===== config.mk =====
export PLATFORM = sky130hd
export DESIGN_NAME = ro_worker_core_flat
export DESIGN_NICKNAME = d
export VERILOG_FILES = /design/src/rtl/ro_worker_pkg.sv /design/src/rtl/ro_worker_core_if.sv /design/src/rtl/ro_worker_core_sync_edge_detect.sv /design/src/rtl/ro_worker_core.sv /design/src/flat_wrapper.sv
export SDC_FILE = /design/constraint.sdc
export NUM_CORES = 1
export LEC_CHECK = 0
export CORE_MARGIN = 5
export CORE_UTILIZATION = 45
export CTS_CLUSTER_DIAMETER = 60
export DETAILED_ROUTE_END_ITERATION = 7
export GPL_TIMING_DRIVEN = 0
export PLACE_DENSITY_LB_ADDON = 0.3
export SETUP_SLACK_MARGIN = 0.02
export SYNTH_ARGS = -nofsm -noshare
export SYNTH_HDL_FRONTEND = slang
export SYNTH_SLANG_ARGS = --single-unit

===== constraint.sdc =====
create_clock -name clk -period 2.6 [get_ports clk]
set_clock_uncertainty 0.15 [all_clocks]
set_input_delay 0.39 -clock clk [delete_from_list [all_inputs] [get_ports clk]]
set_output_delay 0.39 -clock clk [all_outputs]
set_load 0.05 [all_outputs]

===== src/rtl/ro_worker_pkg.sv =====
// Shared definitions for the ring-oscillator worker: run-mode encodings and
// a byte-count helper.
package ro_worker_pkg;

  localparam logic [1:0] MODE_COUNT_TO = 2'd0;
  localparam logic [1:0] MODE_FREE     = 2'd1;
  localparam logic [1:0] MODE_BOUNDED  = 2'd2;
  localparam logic [1:0] MODE_RSVD     = 2'd3;

  function automatic int nbytes(input int width);
    return width / 8;
  endfunction

endpackage


===== src/rtl/ro_worker_core_if.sv =====
// Byte-serial load/readout and status bundle between the host side and the
// ring-oscillator worker core.
interface ro_worker_core_if;

  logic       shift_in;
  logic       stop_in;
  logic [1:0] mode;
  logic [7:0] din;
  logic [7:0] dout;
  logic       busy;
  logic       done;
  logic       ovf;

  modport master (
    output shift_in, stop_in, mode, din,
    input  dout, busy, done, ovf
  );

  modport slave (
    input  shift_in, stop_in, mode, din,
    output dout, busy, done, ovf
  );

endinterface


===== src/rtl/ro_worker_core_sync_edge_detect.sv =====
// Multi-flop synchroniser followed by a registered rising-edge detector;
// rise is a one-cycle pulse STAGES+1 cycles after src rises.
module sync_edge_detect #(
  parameter int STAGES = 2
) (
  input  logic clk,
  input  logic rst,
  input  logic src,
  output logic rise
);

  logic [STAGES-1:0] sync_r;
  logic              hist_r;

  // Synchronise src, keep one history bit and register the rising edge.
  always_ff @(posedge clk) begin
    if (rst) begin
      sync_r <= '0;
      hist_r <= 1'b0;
      rise   <= 1'b0;
    end else begin
      sync_r <= {sync_r[STAGES-2:0], src};
      hist_r <= sync_r[STAGES-1];
      rise   <= sync_r[STAGES-1] & ~hist_r;
    end
  end

endmodule


===== src/rtl/ro_worker_core.sv =====
// Ring-oscillator worker: byte-serial operand load, counter-pair run until a
// mode-dependent stop, byte-serial readout. Optional wrap flag: RO_WORKER_OVF_EN.
module ro_worker_core
  import ro_worker_pkg::*;
#(
  parameter int WIDTH       = 16,
  parameter int SYNC_STAGES = 2
) (
  input logic               clk,
  input logic               rst,
  ro_worker_core_if.slave   bus
);

  localparam int NB    = nbytes(WIDTH);
  localparam int CNT_W = $clog2(2 * NB);
  localparam logic [CNT_W-1:0] LAST = CNT_W'(2 * NB - 1);

  logic [WIDTH-1:0]   da_r, db_r, ca_r, cb_r;
  logic [CNT_W-1:0]   byte_cnt_r;
  logic               busy_r, done_r;
  logic [1:0]         run_mode_r;

  logic               shift_rise_s, stop_rise_s;
  logic [2*WIDTH-1:0] ops_s, rot_s;
  logic [WIDTH-1:0]   sum_s;
  logic               stop_s, start_s;

  sync_edge_detect #(.STAGES(SYNC_STAGES)) u_shift_edge (
    .clk  (clk),
    .rst  (rst),
    .src  (bus.shift_in),
    .rise (shift_rise_s)
  );

  sync_edge_detect #(.STAGES(SYNC_STAGES)) u_stop_edge (
    .clk  (clk),
    .rst  (rst),
    .src  (bus.stop_in),
    .rise (stop_rise_s)
  );

  // Next operand pair, counter rotation and start value for this shift edge.
  always_comb begin
    ops_s      = {da_r, db_r} << 4'd8;
    ops_s[7:0] = bus.din;
    rot_s      = {ca_r, cb_r} << 4'd8;
    rot_s[7:0] = ca_r[WIDTH-1 -: 8];
    sum_s      = ops_s[2*WIDTH-1:WIDTH] + ops_s[WIDTH-1:0];
    start_s    = !busy_r && shift_rise_s && (byte_cnt_r == LAST);
  end

  // Stop condition for the mode latched at start; mode 3 counts like mode 0.
  always_comb begin
    stop_s = 1'b0;
    case (run_mode_r)
      MODE_COUNT_TO: stop_s = (cb_r == db_r);
      MODE_FREE:     stop_s = stop_rise_s;
      MODE_BOUNDED:  stop_s = (cb_r == db_r) || stop_rise_s;
      MODE_RSVD:     stop_s = (cb_r == db_r);
      default:       stop_s = (cb_r == db_r);
    endcase
  end

  // Loader, start sequencing and run counters.
  always_ff @(posedge clk) begin
    if (rst) begin
      da_r       <= '0;
      db_r       <= '0;
      ca_r       <= '0;
      cb_r       <= '0;
      byte_cnt_r <= '0;
      busy_r     <= 1'b0;
      done_r     <= 1'b0;
      run_mode_r <= MODE_COUNT_TO;
    end else if (busy_r) begin
      if (stop_s) begin
        busy_r <= 1'b0;
        done_r <= 1'b1;
      end else begin
        ca_r <= ca_r + 1'b1;
        cb_r <= cb_r + 1'b1;
      end
    end else if (shift_rise_s) begin
      da_r <= ops_s[2*WIDTH-1:WIDTH];
      db_r <= ops_s[WIDTH-1:0];
      if (start_s) begin
        byte_cnt_r <= '0;
        busy_r     <= 1'b1;
        done_r     <= 1'b0;
        cb_r       <= '0;
        ca_r       <= (bus.mode == MODE_FREE) ? sum_s : ops_s[2*WIDTH-1:WIDTH];
        run_mode_r <= bus.mode;
      end else begin
        ca_r       <= rot_s[2*WIDTH-1:WIDTH];
        cb_r       <= rot_s[WIDTH-1:0];
        byte_cnt_r <= byte_cnt_r + 1'b1;
      end
    end
  end

`ifdef RO_WORKER_OVF_EN
  logic ovf_r;

  // Sticky flag: a running increment carried ca from all-ones to zero.
  always_ff @(posedge clk) begin
    if (rst) begin
      ovf_r <= 1'b0;
    end else if (start_s) begin
      ovf_r <= 1'b0;
    end else if (busy_r && !stop_s && (&ca_r)) begin
      ovf_r <= 1'b1;
    end
  end

  assign bus.ovf = ovf_r;
`else
  assign bus.ovf = 1'b0;
`endif

  assign bus.dout = ca_r[WIDTH-1 -: 8];
  assign bus.busy = busy_r;
  assign bus.done = done_r;

endmodule

===== src/flat_wrapper.sv =====
// flat-port wrapper written by rule: the top's interface ports become plain ports
module ro_worker_core_flat import ro_worker_pkg::*;
#(
  parameter int WIDTH       = 16,
  parameter int SYNC_STAGES = 2
)
  (clk, rst, bus_shift_in, bus_stop_in, bus_mode, bus_din, bus_dout, bus_busy, bus_done, bus_ovf);
  ro_worker_core_if bus_i ();
  input logic clk;
  input logic rst;
  input wire logic [$bits(bus_i.shift_in)-1:0] bus_shift_in;
  input wire logic [$bits(bus_i.stop_in)-1:0] bus_stop_in;
  input wire logic [$bits(bus_i.mode)-1:0] bus_mode;
  input wire logic [$bits(bus_i.din)-1:0] bus_din;
  output wire logic [$bits(bus_i.dout)-1:0] bus_dout;
  output wire logic [$bits(bus_i.busy)-1:0] bus_busy;
  output wire logic [$bits(bus_i.done)-1:0] bus_done;
  output wire logic [$bits(bus_i.ovf)-1:0] bus_ovf;
  assign bus_i.shift_in = bus_shift_in;
  assign bus_i.stop_in = bus_stop_in;
  assign bus_i.mode = bus_mode;
  assign bus_i.din = bus_din;
  assign bus_dout = bus_i.dout;
  assign bus_busy = bus_i.busy;
  assign bus_done = bus_i.done;
  assign bus_ovf = bus_i.ovf;
  ro_worker_core #(.WIDTH(WIDTH), .SYNC_STAGES(SYNC_STAGES)) u_core (.clk(clk), .rst(rst), .bus(bus_i));
endmodule

==> Word level (Yosys, flattened, before mapping) <==
Cells that the tools add are included.
{ "totals": {"ff_bits": 70, "output_inout_bits": 11, "wordCells": 62, "inputBits": 14} }
{ "classes": {"n_bitwise": 5, "muxes": 19, "eq_ne": 8, "add_sub_neg": 4, "n_reduce_logical": 12} }
{ "ops": {"columns": ["cell", "n"], "rows": [
  ["$mux W16", 9],
  ["$add A16 B1 Y16 const B", 2],
  ["$add A16 B16 Y16", 1],
  ["$eq A16 B16 Y1", 1],
  ["$mux W1", 8],
  ["$eq A2 B2 Y1 const B", 3],
  ["$reduce_and A3 Y1", 2],
  ["$eq A2 B1 Y1 const B", 2],
  ["$ne A2 B2 Y1 const B", 2],
  ["$reduce_and A2 Y1", 2],
  ["$reduce_bool A2 Y1", 2],
  ["$not A1 Y1", 3],
  ["$pmux W1 S3", 1],
  ["$add A2 B1 Y2 const B", 1],
  ["$and A1 B1 Y1", 2],
  ["$logic_and A1 B1 Y1", 2],
  ["$logic_not A2 Y1", 1],
  ["$mux W2", 1],
  ["$reduce_or A2 Y1", 1],
  ["$logic_not A1 Y1", 1],
  ["$logic_or A1 B1 Y1", 1]
]} }

==> Longest topological paths before layout <==
{ "depth": {"word_depth": 6, "mapped_depth": 11, "mapped_depth_nobuf": 9} }

==> Cells and area by module <==
From an unflattened synthesis, not the netlist that was laid out.
{ "hier_totals": {"cells_unflattened": 569, "area_unflattened_um2": 4400.5} }
{ "by_module_without_submodules": {"columns": ["module", "instances", "cells_per_inst", "area_each_um2", "seq_area_each_um2"], "rows": [
  ["ro_worker_core", 1, 553, 4177.8, 1241.2],
  ["sync_edge_detect", 2, 8, 111.4, 80.1]
]} }

==> Worst setup path before layout <==
OpenSTA, ideal clock, no wires.
{ "synth_timing": {"kind": "in2reg", "from": "in bus_din[0]", "to": "reg u_core.ca_r[12]", "t_arrival_ns": 2.424, "setup_time_ns": 0.086, "required_ns": 2.364, "path_slack_ns": -0.059, "path_stages": 9, "path_buffers": 0, "cell_sequence": "ha_1 fa_1 a211oi_1 o21ai_2 a211oi_1 o31ai_1 xnor2_1 o21a_1 a211oi_1"} }
{ "synth_via": {"elab_chain_len": 5} }
{ "synth_rtl": {"columns": ["element", "line", "rtl"], "rows": [
  ["from (decl)", "flat_wrapper.sv:14", "input wire logic [$bits(bus_i.din)-1:0] bus_din;"],
  ["$add A16 B16 Y16", "ro_worker_core.sv:48", "sum_s = ops_s[2*WIDTH-1:WIDTH] + ops_s[WIDTH-1:0];"],
  ["$mux W16", "ro_worker_core.sv:91", "ca_r <= (bus.mode == MODE_FREE) ? sum_s : ops_s[2*WIDTH-1:WIDTH];"],
  ["$mux W16", "ro_worker_core.sv:86", "if (start_s) begin"],
  ["$mux W16", "ro_worker_core.sv:83", "end else if (shift_rise_s) begin"],
  ["$mux W16", "ro_worker_core.sv:75", "end else if (busy_r) begin"],
  ["to (signal assigned)", "ro_worker_core.sv:80", "ca_r <= ca_r + 1'b1;"],
  ["to (signal assigned)", "ro_worker_core.sv:91", null],
  ["to (signal assigned)", "ro_worker_core.sv:94", "ca_r <= rot_s[2*WIDTH-1:WIDTH];"],
  ["to (decl)", "ro_worker_core.sv:18", "logic [WIDTH-1:0] da_r, db_r, ca_r, cb_r;"]
]} }
Every way passes these cells. The select of a mux whose other input is x is not followed.
A chain may end at the register's enable or synchronous reset.

==> Worst setup path in the final report <==
{ "layout_timing": {"from": "in bus_din[5]", "to": "reg u_core.ca_r[10]"} }
The elaborated chain is that of the path after synthesis.

==> flow_summary_export.csv <==
group,metric,value,unit
run_status,status,"finished clean",
power,power_frac_comb,8.9,%
power,power.switching,629,uW
route,viasPerCell,6.13,
placed_design,place_ws,-738,ps
timing,hold_slack,204,ps
route,vias,4724,
power,vdd.ir_drop.worst,0.297,mV
layout,drive_above_1_share,15.0,%
layout,n_antenna_cell,0,
yosys,yosys.area.top_type,"dfxtp_1",
yosys,post-synth-top-count-cell,"nand2_1",
yosys,yosys_warnings,0,
power,p_seq_share,47.2,%
route,routed_wl,15000,um
clock_tree,cts_tree,"yes",
timing,maxSlewViolCount,0,
critical_path,critical_path_class,"primary input to flop",
yosys,syn_inst,592,
critical_path,cp.required,2670,ps
timing,maxSlewHeadroom,57.7,%
layout,multi_input_area,3030,um^2
timing,worst_pin_slew,634,ps
min_path,min_path_type,"primary input to flop",
clock_tree,insertion_delay,360,ps
timing,fmax,390,MHz
global_route,gr-total-overflow,0,
global_route,grt_max_degree,15,
critical_path,worstPathArrival,2640,ps
clock_tree,clkSinkCount,70,
yosys,synth-seq-area-share,30.5,%
global_route,antenna_found_initial,0,
yosys,avgSynthCellArea,7.77,um^2
power,swShare,26.7,%
route,drt.antenna.violating_nets,0,
clock_tree,clock_path_buffers,2,
floorplanning,fp.dieW,111,um
layout,fillCellCount,955,
yosys,ys_types,66,
job,drv_cap,0,
timing,post-route-period-util,98.7,%
timing,final_hold_viol_count,0,
floorplanning,die_area,12300,um^2
clock_tree,h-tree-depth,3,
floorplanning,core_area,10100,um^2
global_route,grtUsageTotal,24.2,%
yosys,ys_ff_latch,70,
floorplanning,start_util,45.4,%
power,p_int,1720,uW
critical_path,critPathMaxFanout,4,
power,power,2350,uW
timing,finalCriticalPeriod,2570,ps
power,leakage,0.00198,uW
clock_tree,clockRootBuffer,"clkbuf_8",
placed_design,hpwl,10900,um
route,drt-initial-drc-count,494,
route,wl_per_cell,19.5,um
critical_path,endpoint_kind,"flop",
timing,rsz0062_at_grt,"yes",
route,dr.pass1.iters,5,
floorplanning,row_count,37,
power,power_frac_clock,43.9,%
yosys,yosys_most_used_dff,"dfxtp_1",
floorplanning,die_y,111,um
clock_tree,path_clk_slew,90,ps
placed_design,place_congestion,0.970,
yosys,synth-edff-count,0,
timing,final-setup-viol-count,0,
floorplanning,io_pins,25,
layout,fin_cells,771,
yosys,synth.cell_area,4600,um^2
yosys,async_reset_ff_share,0,%
layout,nNetsFinal,665,
yosys,synthTopCellsByCount,"nand2_1 (90), dfxtp_1 (70), a21oi_1 (58), nor2_1 (40), o21ai_0 (27)",
global_route,grt_pass1_wl,23900,um
layout,area_growth,18.1,%
power,power_density,433,nW/um^2
critical_path,startpoint_type,"primary input",
placed_design,port_buffers,22,
yosys,synth_top_area_share,30.5,%
route,route.detailed.drc,0,
yosys,yosys-top-cells-area,"dfxtp_1 (30%), nand2_1 (7.3%), a21oi_1 (6.3%), ha_1 (5.4%), xor2_1 (3.4%)",
timing,worst_slack,34.0,ps
layout,seq_area,1420,um^2
clock_tree,cts_made_buffers,9,
placed_design,placed_cells,750,
global_route,grt_pass1_vias,4490,
yosys,synth_nets,627,
## worst paths after layout
| path | start | cells after the start | endpoint | slack (ps) |
|---|---|---|---|---|
| worst max-delay path | bus_din[5] | 10 | u_core.ca_r[10] | 30 |
| worst min-delay path | bus_din[2] | 3 | u_core.db_r[2] | 200 |
| worst max register to register | u_core.db_r[8] | 10 | u_core.ca_r[10] | 50 |
| worst min register to register | u_core.u_stop_edge.hist_r | 1 | u_core.u_stop_edge.rise | 230 |
## repair_timing
action,4_1_cts,5_1_grt
buffers inserted,3,2
gates resized for setup,18,33
endpoints found under the setup margin,8,11
pin swaps,9,18
endpoints found under the hold margin,0,0
hold buffers,0,0
## power groups by stage
stage	Clock [uW]	Combinational, uW	Sequential, uW
floorplan	0	133	1130
global placement	0	193	1140
detailed placement	0	196	1140
CTS	1040	200	1110
global route	1090	228	1110
finish	1030	211	1110
## critical path: stages
cell             delay (ps)
clkdlybuf4s50_1         530
ha_4                    240
or2_2                   310
and2_4                  180
a211oi_2                210
buf_4                   170
o31ai_2                  70
xnor2_1                 200
o2111a_1                280
nor3_2                   50
## sequential cells by signal, summed over array words and instances (netlist names), 2 cells and up
name	cells
u_core.byte_cnt_r	2
u_core.u_stop_edge.sync_r	2
u_core.u_shift_edge.sync_r	2
u_core.ca_r	16
u_core.da_r	8
u_core.cb_r	16
u_core.db_r	16
u_core.run_mode_r	2
## kinds of logic after synthesis
| logic type | Yosys count | share of synthesized area (%) |
|---|---|---|
| simple gates | 224 | 23.1 |
| other cells | 1 | 0.0815 |
| fa+ha+maj | 21 | 5.87 |
| compound gates | 178 | 25.8 |
| buf+inv | 59 | 7.15 |
| flops | 70 | 30.5 |
| mux | 4 | 0.870 |
| xor+xnor | 35 | 6.66 |
## layout by cell type, fill, tap and decap left out, types with 5 or more instances in the layout
cell type / netlist / layout
clkbuf_1: 21 / 20
and3_1: 9 / 9
xnor2_1: 17 / 17
ha_1: 20 / 13
clkdlybuf4s50_1: 0 / 18
inv_1: 9 / 9
a211oi_1: 15 / 12
buf_2: 7 / 7
a21oi_1: 58 / 58
ha_4: 0 / 5
a21o_1: 8 / 8
nand3_1: 18 / 18
nor2b_1: 12 / 12
nand2_1: 90 / 90
nor3_1: 17 / 16
nor2_1: 40 / 40
nand2b_1: 5 / 5
dfxtp_1: 70 / 58
dfxtp_2: 0 / 10
buf_4: 12 / 17
nand4_1: 6 / 6
a311oi_1: 6 / 6
a22oi_1: 5 / 5
a221oi_1: 8 / 7
o21ai_0: 27 / 22
buf_6: 7 / 7
xor2_1: 18 / 18
clkbuf_8: 0 / 9
nor4_1: 6 / 6
o21ai_1: 4 / 7
## per-layer routing
metal  vias up  wire length [um]  track usage [%]
met3        45              1480             5.84
li1       2216                 -                -
met4         0               461             9.89
met1      2213              6190             31.0
met5         -                 0                0
met2       250              6890             39.0
## cell type report
type / instances / share of cell area, %
Multi-Input combinational cell: 463 / 55.7
Clock buffer: 9 / 2.28
Sequential cell: 70 / 26.2
Timing Repair Buffer: 27 / 4.72
Buffer: 49 / 5.39
Inverter: 10 / 0.691
Tap cell: 136 / 3.13
Clock inverter: 7 / 1.89
## stage by stage
| step | cell area, um^2 | util [%] | setup TNS, ps |
|---|---|---|---|
| floorplan | 4610 | - | 0 |
| global placement | 5000 | 49.3 | -4680 |
| detailed placement | 5000 | 49.3 | -5040 |
| CTS | 5310 | 52.4 | 0 |
| global route | 5430 | 53.6 | -58.2 |
| finish | 5430 | 53.6 | 0 |
Note: power is estimated with default switching activity, not from simulation.
==> variant 1: new RTL, same flow settings <==
`WIDTH` is set to 16 in 2 places; all go to 32.
--- a/src/rtl/ro_worker_core.sv
+++ b/src/rtl/ro_worker_core.sv
@@ -5,3 +5,3 @@
 #(
-  parameter int WIDTH       = 16,
+  parameter int WIDTH       = 32,
   parameter int SYNC_STAGES = 2
--- a/src/flat_wrapper.sv
+++ b/src/flat_wrapper.sv
@@ -3,3 +3,3 @@
 #(
-  parameter int WIDTH       = 16,
+  parameter int WIDTH       = 32,
   parameter int SYNC_STAGES = 2
Formal check against the unedited RTL: no difference found for any inputs over 10 cycles, from zero or initial values and one cycle with rst high; that may be too few to reach the edited logic, so the function may still have changed.
==> variant 1 against the original RTL <==
The run now ends with setup timing left. Total power grew 110%. Critical path type is now register to register. Register-to-register slack worse by 0.56 ns. Final cell count increased by 100%. Design area increased by 110%. Sequential cell count rose by 65. Setup slack lost 0.55 ns. Routed wire length grew to 2.5 times the old value. Largest cell class unchanged. Area after synthesis up 94%.
==> variant 1: results (changes against the original RTL) <==
Syn Nets 1266 (+100%); failing checks setup timing; cell count after synthesis 1214 (+110%); status finished, violations left; ratio of cells with drive above 1 in the final layout 0.2238 (+0.07415); CTS clk-pin slew, worst paths 0.06 ns (-0.03 ns); vias in the first global route 9494 (+110%); DRT Pass-1 Iters 7 (+2); placed instance count 1502 (+100%); Layout Nets 1344 (+100%); sum of negative setup slack -3.810 ns (-3.810 ns); Seq/Total Area, Yosys 0.3021 (-0.002540); Final Setup Violations 22 (+22); Regs by FF count u_core.ca_r (32), u_core.cb_r (32), u_core.db_r (32); Synth top cells by count nand2_1 (214), a21oi_1 (140), dfxtp_1 (135); vias post-DR 10260 (+120%); critical path fanouts, max 7 (+3); FILL cells 1837 (+92%); CTS H-tree lvls 4 (+1); crit path DAT 3.33 ns (+0.69 ns); Post-DP HPWL 26.69 mm (+140%); Peak VDD IR 0.4485 mV (+51%); dpl ws -1.204 ns (-0.4667 ns); Netlist cell types 72 (+9.1%); Root Driver clkbuf_16; clock latency on the worst-skew pair 0.44 ns (+0.08 ns); Leak Pwr 0.003984 µW (+100%); wire per inst 23.92 µm (+23%); Setup WS post-layout -0.5140 ns (-0.5481 ns); largest net degree at the start of global routing 17 (+2); first-pass GRT wire length 56.40 mm (+140%); Slew headroom 0.4671 (-0.1103); # port buffers 23 (+4.5%); final instance count without filler cells 1570 (+100%)
-- variant 1: final timing paths --
check	start	to	slack, ns	cells after the start
setup / recovery	u_core.db_r[13]	u_core.ca_r[31]	-0.51	8
hold / removal	bus_din[6]	u_core.db_r[6]	0.23	3
setup reg to reg	u_core.db_r[13]	u_core.ca_r[31]	-0.51	8
hold reg to reg	u_core.u_shift_edge.hist_r	u_core.u_shift_edge.rise	0.23	1
-- variant 1: layout make-up --
| class | instances | area share |
|---|---|---|
| tap | 265 | 0.02885 |
| sequential | 135 | 0.2429 |
| buffer | 82 | 0.04235 |
| clock inverter | 9 | 0.008710 |
| clock buffer | 23 | 0.04072 |
| multi-input combinational | 966 | 0.5781 |
| inverter | 19 | 0.006206 |
| timing repair buffer | 71 | 0.05215 |
-- variant 1: cell families (layout without fill, tap and decap cells) --
family / Yosys count / count (layout) / share of synthesized area
XOR/XNOR: 69 / 69 / 0.06754
flip-flops: 135 / 135 / 0.3021
multiplexers: 2 / 2 / 0.002238
other: 1 / 1 / 0.0004191
adder cells (fa/ha/maj): 38 / 38 / 0.05398
AND/OR/NAND/NOR: 483 / 483 / 0.2506
buffers and inverters: 113 / 204 / 0.05524
AO/OA/AOI/OAI: 373 / 373 / 0.2679
-- variant 1: metrics by stage --
stage                     utilization  area, µm²
final                          0.5886      11490
after global routing           0.5886      11490
after CTS                      0.5624      10980
after detailed placement       0.4999       9762
after global placement         0.4999       9762
after floorplan                     -       9200
-- variant 1: power by group --
part	switching, µW	leakage (µW)	internal (µW)
logic	220	0.00259	129
registers	38.2	0.00112	2080
clock network	965	0.000277	1450
total	1220	0.00398	3660
-- variant 1: what timing repair did --
action	CTS	global route
gates resized for setup	146	111
hold buffers	0	0
setup endpoints to repair	88	69
buffers inserted	34	15
cloned	0	0
pin swaps	58	43
-- variant 1: worst max-delay path: stages (launching register included) --
cell	delay [ns]
dfxtp_1	0.42
ha_1	0.51
nand3_1	0.28
nor4_1	0.37
a21boi_4	0.30
o21ai_2	0.10
a2111o_1	0.45
a2111o_1	0.40
o211ai_2	0.06
-- variant 1: routing by layer --
layer | track usage | share of wire | vias to the layer above
met5 | 0 | 0 | -
met4 | 0.1537 | 0.057 | 0
met3 | 0.08049 | 0.12 | 177
met2 | 0.5006 | 0.43 | 722
met1 | 0.4335 | 0.39 | 4791
li1 | - | - | 4574
==> variant 2: new RTL, same settings <==
Without the edit above. Build with the macro `RO_WORKER_OVF_EN` defined.
--- a/src/rtl/ro_worker_core.sv
+++ b/src/rtl/ro_worker_core.sv
@@ -2,2 +2,4 @@
 // mode-dependent stop, byte-serial readout. Optional wrap flag: RO_WORKER_OVF_EN.
+`define RO_WORKER_OVF_EN
+
 module ro_worker_core
Function: no difference found for any inputs over 10 cycles, from zero or initial values and one cycle with rst high; that may be too few to reach the edited logic, so the function may still have changed.
==> variant 2 against the original RTL <==
Critical path depth decreased by 1. Sequential cell count increased by 1. Design area decreased by 2.3%. Total power decreased by 4.6%. Setup slack improved by 0.065 ns. Via count decreased by 2.5%. Register-to-register slack improved by 0.06 ns. The flow now finishes with violations (DRC). Sequential share of layout area increased by 0.69 points. Critical endpoint is now u_core.ca_r[15]. Clock power decreased by 12%. Area after synthesis about the same. Routed wire length decreased by 0.96%. Largest power group unchanged.
==> variant 2: results (changes against the original RTL) <==
status finished, violations left; failing checks DRC; first-iteration detailed-routing DRC count 484 (-2.0%); # port buffers 23 (+4.5%); Post-DP HPWL 10.89 mm (-0.26%); top post-synthesis cells by area dfxtp_1 (31%), nand2_1 (8.7%), a21oi_1 (7.0%); Largest delay share family, worst path compound AO/OA/AOI/OAI gates; placed instance count 749 (-0.13%); residual DRC count 15 (+15); Peak VDD IR 0.2417 mV (-18%); Synth Area in XOR/XNOR 0.07240 (+0.005770); M1 WL 6.479 mm (+4.7%); Seq/Total Area, Yosys 0.3092 (+0.004604); Slew headroom 0.5002 (-0.07724); Syn Nets 628 (+0.16%); critical path fanouts, max 5 (+1); CP peak stage delay 0.48 ns (-0.05 ns); DR WL met2 6.704 mm (-2.7%); first-pass GRT wire length 23.30 mm (-2.6%); CTS clk-pin slew, worst paths 0.08 ns; Netlist cell types 59 (-11%); switching part of the total 0.2737 (+0.006341); routability congestion estimate 0.9296 (-4.1%); drt via density 5.984 (-2.3%); largest net degree at the start of global routing 14 (-1); Psw 614.5 µW (-2.3%); part of the power in combinational logic 0.093 (+0.004); gr usage total 0.2344 (-0.007225); Synth Area in Adders 0.05879 (about the same); Avg Cell Area, Syn 7.752 µm² (-0.25%); DRT Pass-1 Iters 8 (+3); wire per inst 19.32 µm (-0.83%); vias post-DR 4608 (-2.5%); Layout Nets 667 (+0.30%); Compound-Gate Fraction of Synth Area 0.2523 (-0.005505); top routing layer in use met4; ratio of cells with drive above 1 in the final layout 0.1334 (-0.01617); Worst setup startpoint bus_din[1]; ys flop type dfxtp_1; Synth top cells by count nand2_1 (107), dfxtp_1 (71), a21oi_1 (64); flip-flop and latch power 1130 µW; crit path DAT 2.55 ns (-0.09 ns); area post-placement 4994 µm² (-0.15%); Regs by FF count u_core.ca_r (16), u_core.cb_r (16), u_core.db_r (16); Leak Pwr 0.001829 µW (-7.6%); vias in the first global route 4295 (-4.3%); dpl ws -0.7380 ns (-0.0001900 ns); worst hold start bus_din[0]; Met3 Wirelength 1.255 mm (-15%); mux contribution to synthesized area 0.002450 (-0.006253)
[variant 2: cell types whose count changed in the layout (fill, tap and decap cells not counted), sizes merged, moves of 5 or more]
cell	before	now
nand2	91	107
nor4	7	1
a21oi	58	65
nor2	42	52
o21ai	32	27
xor2	18	8
xnor2	17	30
[variant 2: kinds of logic (layout without fill, tap and decap cells)]
kind of cell,Yosys count,count (layout)
AND/OR/NAND/NOR,241,241
AO/OA/AOI/OAI,166,166
adder cells (fa/ha/maj),21,21
XOR/XNOR,38,38
buffers and inverters,55,99
flip-flops,71,71
multiplexers,1,1
[variant 2: what timing repair did]
item | CTS | global route
gates resized for setup | 4 | 16
pin swaps | 3 | 8
endpoints found under the setup margin | 6 | 9
setup buffers | 2 | 3
[variant 2: area by class of cell]
cell class | instances | area, µm²
repair buffers | 28 | 270.3
clock inverters | 7 | 71.32
flip-flops and latches | 71 | 1425
fillers | 926 | 4557
well taps | 133 | 166.4
clock buffers | 9 | 123.9
inverters | 10 | 37.54
plain buffers | 45 | 239.0
multi-input cells | 467 | 2974
[variant 2: worst reg2reg max path: stages, from the launching register on]
cell      delay, ns
dfxtp_2        0.36
ha_2           0.20
fa_2           0.42
a211oi_4       0.31
nor3b_4        0.10
o22ai_2        0.20
o21bai_1       0.10
xor2_1         0.17
a211oi_2       0.25
nor3_1         0.08
[variant 2: path summary, 6_finish.rpt]
path / end / slack (ns) / cells after the start
min reg2reg: u_core.u_shift_edge.rise / 0.24 / 1
min: u_core.db_r[0] / 0.21 / 3
max: u_core.ca_r[15] / 0.1 / 9
max reg2reg: u_core.ca_r[10] / 0.11 / 9
[variant 2: layer usage]
layer / vias up / global-route usage
li1: 2190 / -
met1: 2131 / 0.3214
met2: 244 / 0.3592
met3: 43 / 0.05076
met4: 0 / 0.09246
met5: - / 0
